===== config.mk =====
export PLATFORM = sky130hd
export DESIGN_NAME = matrix_host_inventory_flat
export DESIGN_NICKNAME = d
export VERILOG_FILES = /design/src/rtl/matrix_host_inventory_if.sv /design/src/rtl/matrix_host_inventory.sv /design/src/flat_wrapper.sv
export SDC_FILE = /design/constraint.sdc
export NUM_CORES = 1
export LEC_CHECK = 0
export ABC_AREA = 1
export BUFFER_PORTS_ARGS = -buffer_cell sky130_fd_sc_hd__buf_2
export CAP_MARGIN = 20
export CELL_PAD_IN_SITES_DETAIL_PLACEMENT = 0
export CELL_PAD_IN_SITES_GLOBAL_PLACEMENT = 2
export CORE_AREA = 2 2 114 116
export DETAILED_ROUTE_END_ITERATION = 10
export DIE_AREA = 0 0 116 118
export PLACE_DENSITY_LB_ADDON = 0.1
export SLEW_MARGIN = 20
export SYNTH_ARGS = -nofsm -noshare
export SYNTH_HDL_FRONTEND = slang
export SYNTH_SLANG_ARGS = --single-unit
export TNS_END_PERCENT = 100

===== constraint.sdc =====
create_clock -name Clk -period 1.6 [get_ports Clk]
set_input_delay 0.24 -clock Clk [delete_from_list [all_inputs] [get_ports Clk]]
set_output_delay 0.24 -clock Clk [all_outputs]
set_load 0.02 [all_outputs]

===== src/rtl/matrix_host_inventory_if.sv =====
// matrix_host_inventory_if: Tx command handshake and Rx reply bus between the inventory engine (master) and the PHY (slave).
interface matrix_host_inventory_if;
  logic t_CmdReq;
  logic [1:0] t_CmdType;
  logic [15:0] t_CmdRN16;
  logic t_CmdDone;
  logic r_RxValid;
  logic r_RxErr;
  logic [15:0] r_RxData;
  modport master(output t_CmdReq, t_CmdType, t_CmdRN16, input t_CmdDone, r_RxValid, r_RxErr, r_RxData);
  modport slave(input t_CmdReq, t_CmdType, t_CmdRN16, output t_CmdDone, r_RxValid, r_RxErr, r_RxData);
endinterface


===== src/rtl/matrix_host_inventory.sv =====
// matrix_host_inventory: EPC Gen2 host inventory round engine (Query / RN16 / ACK / EPC / NAK / QueryRep).
// Define MAT_HINV_STATS_EN to implement the tag and collision counters.
module matrix_host_inventory #(
  parameter int Tp = 1,
  parameter int T1_TIMEOUT = 64
) (
  input  logic Clk,
  input  logic Reset,
  input  logic h_StartHInvRound,
  output logic h_EndHinvRound,
  input  logic [3:0] h_Q,
  output logic h_EpcValid,
  output logic [7:0] h_TagCount,
  output logic [7:0] h_CollCount,
  output logic [3:0] h_InvState,
  matrix_host_inventory_if.master phy
);
  if (Tp < 0 || T1_TIMEOUT < 2 || T1_TIMEOUT > 65535) begin : gBadParam
    $error("matrix_host_inventory: parameter out of range");
  end

  typedef enum logic [3:0] {
    IDLE, QUERY, WAIT_RN16, ACK, WAIT_EPC, NAK, NEXT, REP, DONE
  } state_t;

  state_t state, nextState;
  logic startPrev;
  logic [15:0] rn16, slotRemain, timer;
  logic startEdge, inWait, timeout, rxGood, rxBad, abort;

  assign startEdge = h_StartHInvRound & ~startPrev;
  assign inWait = state == WAIT_RN16 || state == WAIT_EPC;
  assign timeout = timer == 16'(T1_TIMEOUT - 1);
  assign rxGood = phy.r_RxValid & ~phy.r_RxErr;
  assign rxBad = phy.r_RxValid & phy.r_RxErr;
  assign abort = ~h_StartHInvRound;

  always_ff @(posedge Clk)
    if (Reset) state <= IDLE;
    else state <= nextState;

  // Command states always finish their handshake before honouring an abort.
  always_comb begin
    nextState = state;
    case (state)
      IDLE:      nextState = startEdge ? QUERY : IDLE;
      QUERY:     if (phy.t_CmdDone) nextState = abort ? IDLE : WAIT_RN16;
      ACK:       if (phy.t_CmdDone) nextState = abort ? IDLE : WAIT_EPC;
      NAK:       if (phy.t_CmdDone) nextState = abort ? IDLE : NEXT;
      REP:       if (phy.t_CmdDone) nextState = abort ? IDLE : WAIT_RN16;
      WAIT_RN16: nextState = abort ? IDLE : rxGood ? ACK : (rxBad || timeout) ? NEXT : WAIT_RN16;
      WAIT_EPC:  nextState = abort ? IDLE : rxGood ? NEXT : (rxBad || timeout) ? NAK : WAIT_EPC;
      NEXT:      nextState = abort ? IDLE : (slotRemain == 16'd1) ? DONE : REP;
      DONE:      nextState = IDLE;
      default:   nextState = IDLE;
    endcase
  end

  always_comb begin
    phy.t_CmdReq = state == QUERY || state == ACK || state == NAK || state == REP;
    phy.t_CmdType = state == ACK ? 2'b10 : state == NAK ? 2'b11 : state == REP ? 2'b01 : 2'b00;
    phy.t_CmdRN16 = state == ACK ? rn16 : 16'h0;
    h_EndHinvRound = state == DONE;
    h_InvState = state;
  end

  // The timer restarts whenever a wait state is (re)entered and counts while it stays.
  always_ff @(posedge Clk) begin
    if (Reset) begin
      startPrev <= 1'b0;
      rn16 <= '0;
      slotRemain <= '0;
      timer <= '0;
      h_EpcValid <= 1'b0;
    end else begin
      startPrev <= h_StartHInvRound;
      timer <= (inWait && nextState == state) ? timer + 16'd1 : '0;
      h_EpcValid <= state == WAIT_EPC && !abort && rxGood;
      if (state == WAIT_RN16 && !abort && rxGood) rn16 <= phy.r_RxData;
      if (state == IDLE && startEdge) slotRemain <= 16'd1 << h_Q;
      else if (state == NEXT && !abort && slotRemain != 16'd1) slotRemain <= slotRemain - 16'd1;
    end
  end

`ifdef MAT_HINV_STATS_EN
  logic [7:0] tagCnt, collCnt;
  always_ff @(posedge Clk) begin
    if (Reset || (state == IDLE && startEdge)) begin
      tagCnt <= '0;
      collCnt <= '0;
    end else begin
      if (state == WAIT_EPC && !abort && rxGood && tagCnt != 8'hff) tagCnt <= tagCnt + 8'd1;
      if (inWait && !abort && rxBad && collCnt != 8'hff) collCnt <= collCnt + 8'd1;
    end
  end
  assign h_TagCount = tagCnt;
  assign h_CollCount = collCnt;
`else
  assign h_TagCount = 8'd0;
  assign h_CollCount = 8'd0;
`endif
endmodule


===== src/flat_wrapper.sv =====
// flat-port wrapper written by rule: the top's interface ports become plain ports
module matrix_host_inventory_flat 
#(
  parameter int Tp = 1,
  parameter int T1_TIMEOUT = 64
)
  (Clk, Reset, h_StartHInvRound, h_EndHinvRound, h_Q, h_EpcValid, h_TagCount, h_CollCount, h_InvState, phy_t_CmdReq, phy_t_CmdType, phy_t_CmdRN16, phy_t_CmdDone, phy_r_RxValid, phy_r_RxErr, phy_r_RxData);
  matrix_host_inventory_if phy_i ();
  input  logic Clk;
  input  logic Reset;
  input  logic h_StartHInvRound;
  output logic h_EndHinvRound;
  input  logic [3:0] h_Q;
  output logic h_EpcValid;
  output logic [7:0] h_TagCount;
  output logic [7:0] h_CollCount;
  output logic [3:0] h_InvState;
  output wire logic [$bits(phy_i.t_CmdReq)-1:0] phy_t_CmdReq;
  output wire logic [$bits(phy_i.t_CmdType)-1:0] phy_t_CmdType;
  output wire logic [$bits(phy_i.t_CmdRN16)-1:0] phy_t_CmdRN16;
  input wire logic [$bits(phy_i.t_CmdDone)-1:0] phy_t_CmdDone;
  input wire logic [$bits(phy_i.r_RxValid)-1:0] phy_r_RxValid;
  input wire logic [$bits(phy_i.r_RxErr)-1:0] phy_r_RxErr;
  input wire logic [$bits(phy_i.r_RxData)-1:0] phy_r_RxData;
  assign phy_t_CmdReq = phy_i.t_CmdReq;
  assign phy_t_CmdType = phy_i.t_CmdType;
  assign phy_t_CmdRN16 = phy_i.t_CmdRN16;
  assign phy_i.t_CmdDone = phy_t_CmdDone;
  assign phy_i.r_RxValid = phy_r_RxValid;
  assign phy_i.r_RxErr = phy_r_RxErr;
  assign phy_i.r_RxData = phy_r_RxData;
  matrix_host_inventory #(.Tp(Tp), .T1_TIMEOUT(T1_TIMEOUT)) u_core (.Clk(Clk), .Reset(Reset), .h_StartHInvRound(h_StartHInvRound), .h_EndHinvRound(h_EndHinvRound), .h_Q(h_Q), .h_EpcValid(h_EpcValid), .h_TagCount(h_TagCount), .h_CollCount(h_CollCount), .h_InvState(h_InvState), .phy(phy_i));
endmodule

# == Word-level counts from Yosys, hierarchy flattened ==
# Cells that the tools add are included.
# W data, S select, Z words.
# word_totals
output_inout_bits,41
word_cells,66
in_bits,26
reg_bits,54
# op_classes
add_sub_neg,2
n_eq_ne,12
reduce_logical,17
shift,1
n_bitwise,6
n_mux,22
# ops
op,n
$mux W16,3
$mux W4,9
$pmux W4 S7,1
$add A16 B1 Y16 const B,1
$eq A16 B1 Y1 const B,1
$eq A16 B6 Y1 const B,1
$eq A4 B3 Y1 const B,4
$ne A16 B1 Y1 const B,1
$shl A1 B4 Y16 const A,1
$sub A16 B1 Y16 const B,1
$mux W3,3
$eq A4 B2 Y1 const B,2
$logic_and A1 B1 Y1,8
$mux W2,3
$logic_or A1 B1 Y1,5
$eq A4 B1 Y1 const B,1
$eq A4 B4 Y1,1
$eq A4 B4 Y1 const B,1
$logic_not A4 Y1,1
$reduce_or A2 Y1,2
$and A1 B1 Y1,3
$mux W1,3
$not A1 Y1,3
$reduce_bool A2 Y1,1

# == Depth between registers and ports, before layout ==
# Gate-level depths: netlist of run 1.
# depth
ltp_word,10
mapped_depth,14
ltp_nobuf,13

# == Worst setup path after synthesis of run 1 ==
# OpenSTA, ideal clock, no wires.
# synth_path
path_kind,flip-flop to flip-flop
from,register u_core.state[2] (netlist: u_core.h_InvState[2])
to,register u_core.timer[8]
required_time_ps,1539
stages_incl_launch_ff,13
setup_slack_ps,-190
period_less_slack_ps,1790
t_arrival_ps,1729
path_cell_list,dfxtp_1 > buf_6 > nand3_2 > o21ai_2 > nand2_2 > nand2_2 > nor2_4 > nand2_2 > nand2_1 > nand2_2 > nand3_4 > buf_12 > nor2_4
# synth_between
elab_chain_cells,7
elab_cells_between_ends,18
# synth_rtl
item,line,text
from (decl),matrix_host_inventory.sv:26,"state_t state, nextState;"
from (signal assigned),matrix_host_inventory.sv:40,else state <= nextState;
$eq A4 B3 Y1 / $eq A4 B1 Y1 (equally long branches),matrix_host_inventory.sv:45,case (state)
$reduce_or A2 Y1 (no source line),-,
$pmux W4 S7,matrix_host_inventory.sv:45,
$eq A4 B4 Y1,matrix_host_inventory.sv:77,timer <= (inWait && nextState == state) ? timer + 16'd1 : '0;
$logic_and A1 B1 Y1 *,matrix_host_inventory.sv:77,
$not A1 Y1 (no source line) *,-,
$reduce_or A2 Y1 (no source line) *,-,
to (signal assigned),matrix_host_inventory.sv:77,
to (decl),matrix_host_inventory.sv:28,"logic [15:0] rn16, slotRemain, timer;"
# Every way passes the cells marked *; elsewhere a longest branch is shown, timed or not.
# A chain may end at the register's enable or synchronous reset.

# == Final worst setup path of run 1 ==
# layout_path
from,register u_core.state[3] (netlist: u_core.h_InvState[3])
to,output phy_t_CmdRN16[0]
# layout_between
elab_chain_cells,2
# layout_rtl
item,line,text
$eq A4 B2 Y1,matrix_host_inventory.sv:62,phy.t_CmdRN16 = state == ACK ? rn16 : 16'h0;
$mux W16,matrix_host_inventory.sv:62,
to (decl),flat_wrapper.sv:20,output wire logic [$bits(phy_i.t_CmdRN16)-1:0] phy_t_CmdRN16;
# No other way between the ends.

==> metrics, run 1 <==
Post-Route Utilization 0.4214; post-cts hold buffer count 0; setup TNS after final layout -1.756 ns; cell taking the most area after synthesis sky130_fd_sc_hd__dfxtp_1; run status finished with violations; Primary FF master, synth sky130_fd_sc_hd__dfxtp_1; number of warning messages in the yosys log 0; core region area 12,410 sq um; power per standard cell area 732.2 nW/um^2; sequential share of the synthesized area 0.3300; Critical R2R Launch u_core.h_InvState[0]; Gate Count Post-Synth 462; largest net degree at the start of global routing 34; largest voltage drop on the vdd net 0.0003616 V; CTS tree yes; fraction of layout instances using a drive strength above 1 0.4841; leakage power figure 0.002199 uW; Global Route Usage Sum 0.1462; die area 13,690 sq um; number of optimization iterations in the first detailed-route pass 4; r2r endpoint u_core.timer[11]; starting density of the core 0.2639; area growth from synthesis to layout 59.70%; Die W 116 um; ratio of final minimum period to clock period 1.060; internal reg-to-reg setup slack -0.07 ns; worst setup path category register to output port; aggregate routed wire length 10.19 mm; drt first-iter violations 82; worst skew pair latency 0.31 ns; TritonCTS Buffers 5; setup repair after global routing missed its margin true; global route overflow 0; area share of the leading cell type in the synthesized netlist 0.3300; worst hold slack 0.1981 ns; worst setup skew after layout 0.007478 ns; Row Count 41; floorplan die height 118 um; final routed DRC violation total 0; summed area of non-filler cells in the final layout 5231 sq um; Area contributors post-synth sky130_fd_sc_hd__dfxtp_1 (33%), sky130_fd_sc_hd__nor2_1 (7.9%), sky130_fd_sc_hd__a21oi_1 (7.0%); number of antenna violations at the first check in global routing 0; number of sinks handled by clock tree synthesis 54; worst min path class input pin to register; fin nets 627; required time at the worst-slack endpoint 1.36 ns; upper clock frequency limit 0.5897 GHz; via count of the first global-routing pass 3,198; crit path time final 1.696 ns; maximum fanout along the worst path 8; routed via count 3,355; post-CTS clock slew at the launch and capture registers of the worst setup and hold paths 0.08 ns; mean routed wirelength per cell 13.22 um; Post-synth ARST share 0; antenna diode instance count 0; Design Power 3831 uW; Top Ports 67; endpoint type of the worst setup path output port; setup slack of the critical path after layout -0.09571 ns; max-cap check violation count 0; critical path launch point u_core.h_InvState[3]; Rel. slew slack 0.6524; RD Place Congestion 0.8026; number of enable flip-flop cells after synthesis 0; HPWL after detailed placement 7.007 mm; count of antenna-violating nets left after detailed routing 0; maximum buffer depth of the clock tree 2; arrival time of the worst setup path 1.46 ns; Placed Instance Area 4175 sq um; Worst R2R Path Depth 11; Worst Setup Start Kind register; worst setup path endpoint phy_t_CmdRN16[0]; Max H-tree Level 2; input/output buffers 50; violated checks setup timing; Seq cells post-synth 54; total count of hold-check failures in the final report 0; wire length of the first global-routing pass 15.79 mm; final count of negative-setup-slack endpoints 32; number of unique standard cell types used by synthesis 37; Vias per Instance 4.351; slew of the pin with the lowest slew margin 0.5174 ns; mean post-synth cell area 7.090 sq um; clock root buffer master sky130_fd_sc_hd__clkbuf_16; area of the mapped netlist 3276 sq um; Slew Viols, Final 0
## report_power, final
| group | switching, uW | total, uW | internal, uW |
|---|---|---|---|
| Combinational | 601 | 1100 | 496 |
| Clock | 548 | 1290 | 741 |
| Sequential | 49.7 | 1440 | 1390 |
## area by class of cell
type	count	area, sq um
tap	172	215.2
multi-input combinational	336	2316
timing repair buffer	142	1196
fill	1338	7183
clock buffer	6	128.9
sequential	54	1104
inverter	59	234.0
clock inverter	2	37.54
## state kept, by name, summed over array words and instances (netlist names)
name,cells
u_core.h_EpcValid,1
u_core.h_InvState,4
u_core.rn16,16
u_core.slotRemain,16
u_core.timer,16
u_core.startPrev,1
## stage by stage
step / cells / setup WS (ns)
finish: 771 / -0.09571
global route: 771 / -0.1779
CTS: 757 / -0.05911
detailed placement: 739 / -0.1293
global placement: 739 / -0.09420
floorplan: 477 / -0.04923
## routing by layer
metal / up-vias / GRT usage / share of wire
li1: 1731 / - / -
met1: 1585 / 0.1919 / 0.46
met2: 33 / 0.2390 / 0.51
met3: 6 / 0.03656 / 0.023
met4: 0 / 0.03571 / 0.0093
met5: - / 0 / 0
## placed cells by master (no fill, tap or decap), types with 2 or more instances in the layout
cell type                   Yosys  routed
sky130_fd_sc_hd__conb_1         1      16
sky130_fd_sc_hd__inv_4          0       3
sky130_fd_sc_hd__buf_12         1       4
sky130_fd_sc_hd__nand3_2        6       8
sky130_fd_sc_hd__buf_2          3      32
sky130_fd_sc_hd__xnor2_1       11      10
sky130_fd_sc_hd__a21oi_1       46      37
sky130_fd_sc_hd__buf_4         16      78
sky130_fd_sc_hd__a22oi_1        2       2
sky130_fd_sc_hd__inv_2         10      10
sky130_fd_sc_hd__nor2_4        16      44
sky130_fd_sc_hd__o21ai_1        0      10
sky130_fd_sc_hd__nor3_2         0       2
sky130_fd_sc_hd__nand3_4        1       5
sky130_fd_sc_hd__nand2_4        3       2
sky130_fd_sc_hd__nand4_1        7       7
sky130_fd_sc_hd__o21ai_0       35      22
sky130_fd_sc_hd__o21ai_2        1       3
sky130_fd_sc_hd__a21o_1         2       2
sky130_fd_sc_hd__dfxtp_1       54      44
sky130_fd_sc_hd__nand2_1       53      39
sky130_fd_sc_hd__nand3_1       21      15
sky130_fd_sc_hd__dfxtp_2        0       6
sky130_fd_sc_hd__nor3_1        13      10
sky130_fd_sc_hd__a21oi_2        0       8
sky130_fd_sc_hd__dfxtp_4        0       4
sky130_fd_sc_hd__clkbuf_16      0       9
sky130_fd_sc_hd__xor2_1        12      11
sky130_fd_sc_hd__nand2_2        7      21
sky130_fd_sc_hd__nor2_2         5      11
sky130_fd_sc_hd__nor2_1        69      35
sky130_fd_sc_hd__buf_6          1      24
sky130_fd_sc_hd__inv_1         48      45
sky130_fd_sc_hd__ha_4           0       3
## critical path: stages, from the launching register on
cell and delay [ns]:
sky130_fd_sc_hd__dfxtp_4 0.38, sky130_fd_sc_hd__nor2_4 0.14, sky130_fd_sc_hd__buf_6 0.13, sky130_fd_sc_hd__nand2_8 0.08
sky130_fd_sc_hd__clkbuf_16 0.20, sky130_fd_sc_hd__nor2_4 0.10, sky130_fd_sc_hd__buf_6 0.12
## timing repair
| action | 4_1_cts | 5_1_grt |
|---|---|---|
| pin swaps | 3 | 30 |
| resized for setup | 80 | 110 |
| endpoints found under the setup margin | 47 | 64 |
| cloned | 0 | 4 |
| buffers inserted | 10 | 10 |
## Yosys cell counts (all sizes together), types with 2 or more instances
library cell  count
clkbuf            6
a21o              2
o21ai            36
xor2             12
nand4             7
ha                3
buf              22
nand2            63
nor2             90
nand3            28
dfxtp            54
a21oi            46
nor3             13
xnor2            11
a22oi             2
inv              58
## worst min path at each step
stage | from | depth (start not counted) | end | slack, ns
after floorplan | Reset | 1 | u_core.h_InvState[0] | 0.30
after global placement | u_core.rn16[6] | 2 | u_core.rn16[6] | 0.44
after detailed placement | u_core.rn16[9] | 2 | u_core.rn16[9] | 0.44
after CTS | Reset | 2 | u_core.h_InvState[0] | 0.19
after global routing | Reset | 2 | u_core.h_InvState[0] | 0.20
final | Reset | 2 | u_core.h_InvState[0] | 0.20
## kinds of logic (layout without fill, tap and decap cells)
group | after synthesis | in the layout | synth area share
and+or+nand+nor | 203 | 203 | 0.3224
buffers and inverters | 87 | 209 | 0.1264
other | 1 | 16 | 0.001145
DFF | 54 | 54 | 0.3300
AOI/OAI and AO/OA | 91 | 91 | 0.1471
xor gates and xnor gates | 23 | 23 | 0.06150
adders and majority gates | 3 | 3 | 0.01146
Note: power is estimated with default switching activity, not from simulation.
==> run 2, diff against run 1 <==
--- a/config.mk
+++ b/config.mk
@@ -10,9 +10,9 @@
 export CAP_MARGIN = 20
 export CELL_PAD_IN_SITES_DETAIL_PLACEMENT = 0
 export CELL_PAD_IN_SITES_GLOBAL_PLACEMENT = 2
-export CORE_AREA = 2 2 114 116
+export CORE_AREA = 2 2 104 126
 export DETAILED_ROUTE_END_ITERATION = 10
-export DIE_AREA = 0 0 116 118
+export DIE_AREA = 0 0 106 128
 export PLACE_DENSITY_LB_ADDON = 0.1
 export SLEW_MARGIN = 20
 export SYNTH_ARGS = -nofsm -noshare
==> run 2 against run 1 <==
Effect of this change: the flow still finishes with violations (setup timing); cell area is 3.2% lower; non-clock buffer count shrank 1; hold slack improved by 0.0048 ns; fmax is 1.1% lower; combinational power is essentially flat; utilization down 1.5 points; via count fell by 1.2%; sequential power hardly changed; clock-buffer cell count is 1 lower; clock power shrank 11%; clock skew is 0.0044 ns higher; critical endpoint is now phy_t_CmdRN16[5].
==> metrics, run 2 (synthesized netlist as in run 1, its figures left out) <==
setup repair after global routing missed its margin true; arrival time of the worst setup path 1.47 ns; TritonCTS Buffers 5; floorplan die height 128 um; endpoint type of the worst setup path output port; core region area 12,440 sq um; worst min path class input pin to register; Die W 106 um; post-placement setup slack -0.2414 ns; Rel. slew slack 0.6553; number of sinks handled by clock tree synthesis 54; total count of hold-check failures in the final report 0; critical-path cell with the highest stage delay sky130_fd_sc_hd__dfxtp_4; setup TNS after final layout -2.636 ns; required time at the worst-slack endpoint 1.36 ns; die area 13,570 sq um; slew of the pin with the lowest slew margin 0.5131 ns; worst skew pair latency 0.30 ns; non-filler cells in the finished layout 762; final routed DRC violation total 0; Worst path max stage delay 0.38 ns; Max H-tree Level 2; leakage power figure 0.002166 uW; drt first-iter violations 72; mean routed wirelength per cell 12.98 um; crit path time final 1.714 ns; run status finished with violations; Slew Viols, Final 0; input/output buffers 50; Global Route Usage Sum 0.1441; max-cap check violation count 0; fin nets 626; RD Place Congestion 0.8024; fraction of layout instances using a drive strength above 1 0.4515; setup slack of the critical path after layout -0.1139 ns; via count of the first global-routing pass 3,168; count of antenna-violating nets left after detailed routing 0; worst hold slack 0.2029 ns; ratio of final minimum period to clock period 1.071; number of antenna violations at the first check in global routing 0; aggregate routed wire length 9.890 mm; global route overflow 0; number of placed instances with taps included 735; upper clock frequency limit 0.5835 GHz; area growth from synthesis to layout 54.55%; Row Count 45; violated checks setup timing; post-CTS clock slew at the launch and capture registers of the worst setup and hold paths 0.08 ns; HPWL after detailed placement 7.399 mm; fill count 1,329; most common cell after layout, fill and taps aside sky130_fd_sc_hd__buf_4; wire length of the first global-routing pass 15.42 mm; worst setup path category register to output port; starting density of the core 0.2632; kind of cell adding the most delay to the critical path simple AND/OR/NAND/NOR gates; worst setup skew after layout 0.01184 ns; Top Ports 67; largest net degree at the start of global routing 34; CTS tree yes; Worst Setup Start Kind register; largest registers u_core.rn16 x16, u_core.slotRemain x16, u_core.timer x16; Vias per Instance 4.349; most used cells in the layout excluding fill and tap cells sky130_fd_sc_hd__buf_4 (78), sky130_fd_sc_hd__dfxtp_1 (45), sky130_fd_sc_hd__nand2_1 (44), sky130_fd_sc_hd__inv_1 (44); maximum fanout along the worst path 8; final count of negative-setup-slack endpoints 36; critical path buffer and inverter count 2; power per standard cell area 728.4 nW/um^2; largest voltage drop on the vdd net 0.0004612 V; clock root buffer master sky130_fd_sc_hd__clkbuf_16; routed via count 3,314; antenna diode instance count 0; number of optimization iterations in the first detailed-route pass 4; cell-by-cell listing of the critical path nor2_4 > nand2_4 > clkbuf_16 > nor2_2 > buf_4; maximum buffer depth of the clock tree 2
-- run 2: cell types whose count changed in the layout (fill, tap and decap cells not counted), sizes merged --
cell,previous run,this run
clkinv,0,2
clkbuf,10,8
clkinvlp,1,0
bufinv,1,0
inv,59,60
-- run 2: report_power, final --
| part | internal, uW | total, uW | switching [uW] |
|---|---|---|---|
| logic | 493 | 1090 | 595 |
| clock network | 596 | 1150 | 553 |
| registers | 1390 | 1450 | 54.8 |
-- run 2: metrics by stage --
step             util  power [uW]  cell area (sq um)
6_report       0.4068        3687               5062
2_1_floorplan       -        2026               3367
5_1_grt        0.4068        3899               5062
3_3_place_gp   0.3382        2393               4208
4_1_cts        0.3670        3586               4567
3_5_place_dp   0.3382        2384               4208
-- run 2: final cells by class --
cell class	instances	area, sq um	share of cell area
multi-input combinational	336	2195	0.4335
sequential	54	1105	0.2182
inverter	59	231.5	0.04572
tap	164	205.2	0.04053
clock inverter	3	26.28	0.005190
clock buffer	5	125.1	0.02472
timing repair buffer	141	1175	0.2321
-- run 2: worst paths after layout --
path,cells after the start,startpoint,slack [ns],to
max reg2reg,11,u_core.h_InvState[2],-0.11,u_core.timer[1]
min reg2reg,2,u_core.rn16[5],0.48,u_core.rn16[5]
max,5,u_core.h_InvState[2],-0.11,phy_t_CmdRN16[5]
min,3,phy_r_RxData[1],0.20,u_core.rn16[1]
-- run 2: repair_timing --
action | 4_1_cts | 5_1_grt
pin swaps | 4 | 17
setup buffers | 9 | 7
endpoints found under the hold margin | 0 | 0
setup endpoints to repair | 45 | 68
hold buffers | 0 | 0
cloned | 0 | 3
resized for setup | 45 | 119
-- run 2: per-layer routing --
| layer | GRT usage | part of all wire | vias to the layer above | routed length, um |
|---|---|---|---|---|
| li1 | - | - | 1726 | - |
| met1 | 0.1553 | 0.40 | 1549 | 3998 |
| met2 | 0.2820 | 0.56 | 27 | 5565 |
| met3 | 0.02389 | 0.016 | 12 | 162 |
| met4 | 0.04799 | 0.016 | 0 | 163 |
| met5 | 0 | 0 | - | 0 |
-- run 2: worst reg2reg max path, cell delays in order (launching register included) --
cell	delay [ns]
sky130_fd_sc_hd__dfxtp_4	0.38
sky130_fd_sc_hd__buf_6	0.13
sky130_fd_sc_hd__buf_4	0.13
sky130_fd_sc_hd__o21a_1	0.18
sky130_fd_sc_hd__nand2_2	0.07
sky130_fd_sc_hd__nand2_2	0.08
sky130_fd_sc_hd__nor2_4	0.14
sky130_fd_sc_hd__nand3_2	0.08
sky130_fd_sc_hd__nand2_2	0.09
sky130_fd_sc_hd__nand3_4	0.11
sky130_fd_sc_hd__clkbuf_16	0.19
sky130_fd_sc_hd__nor2_1	0.09
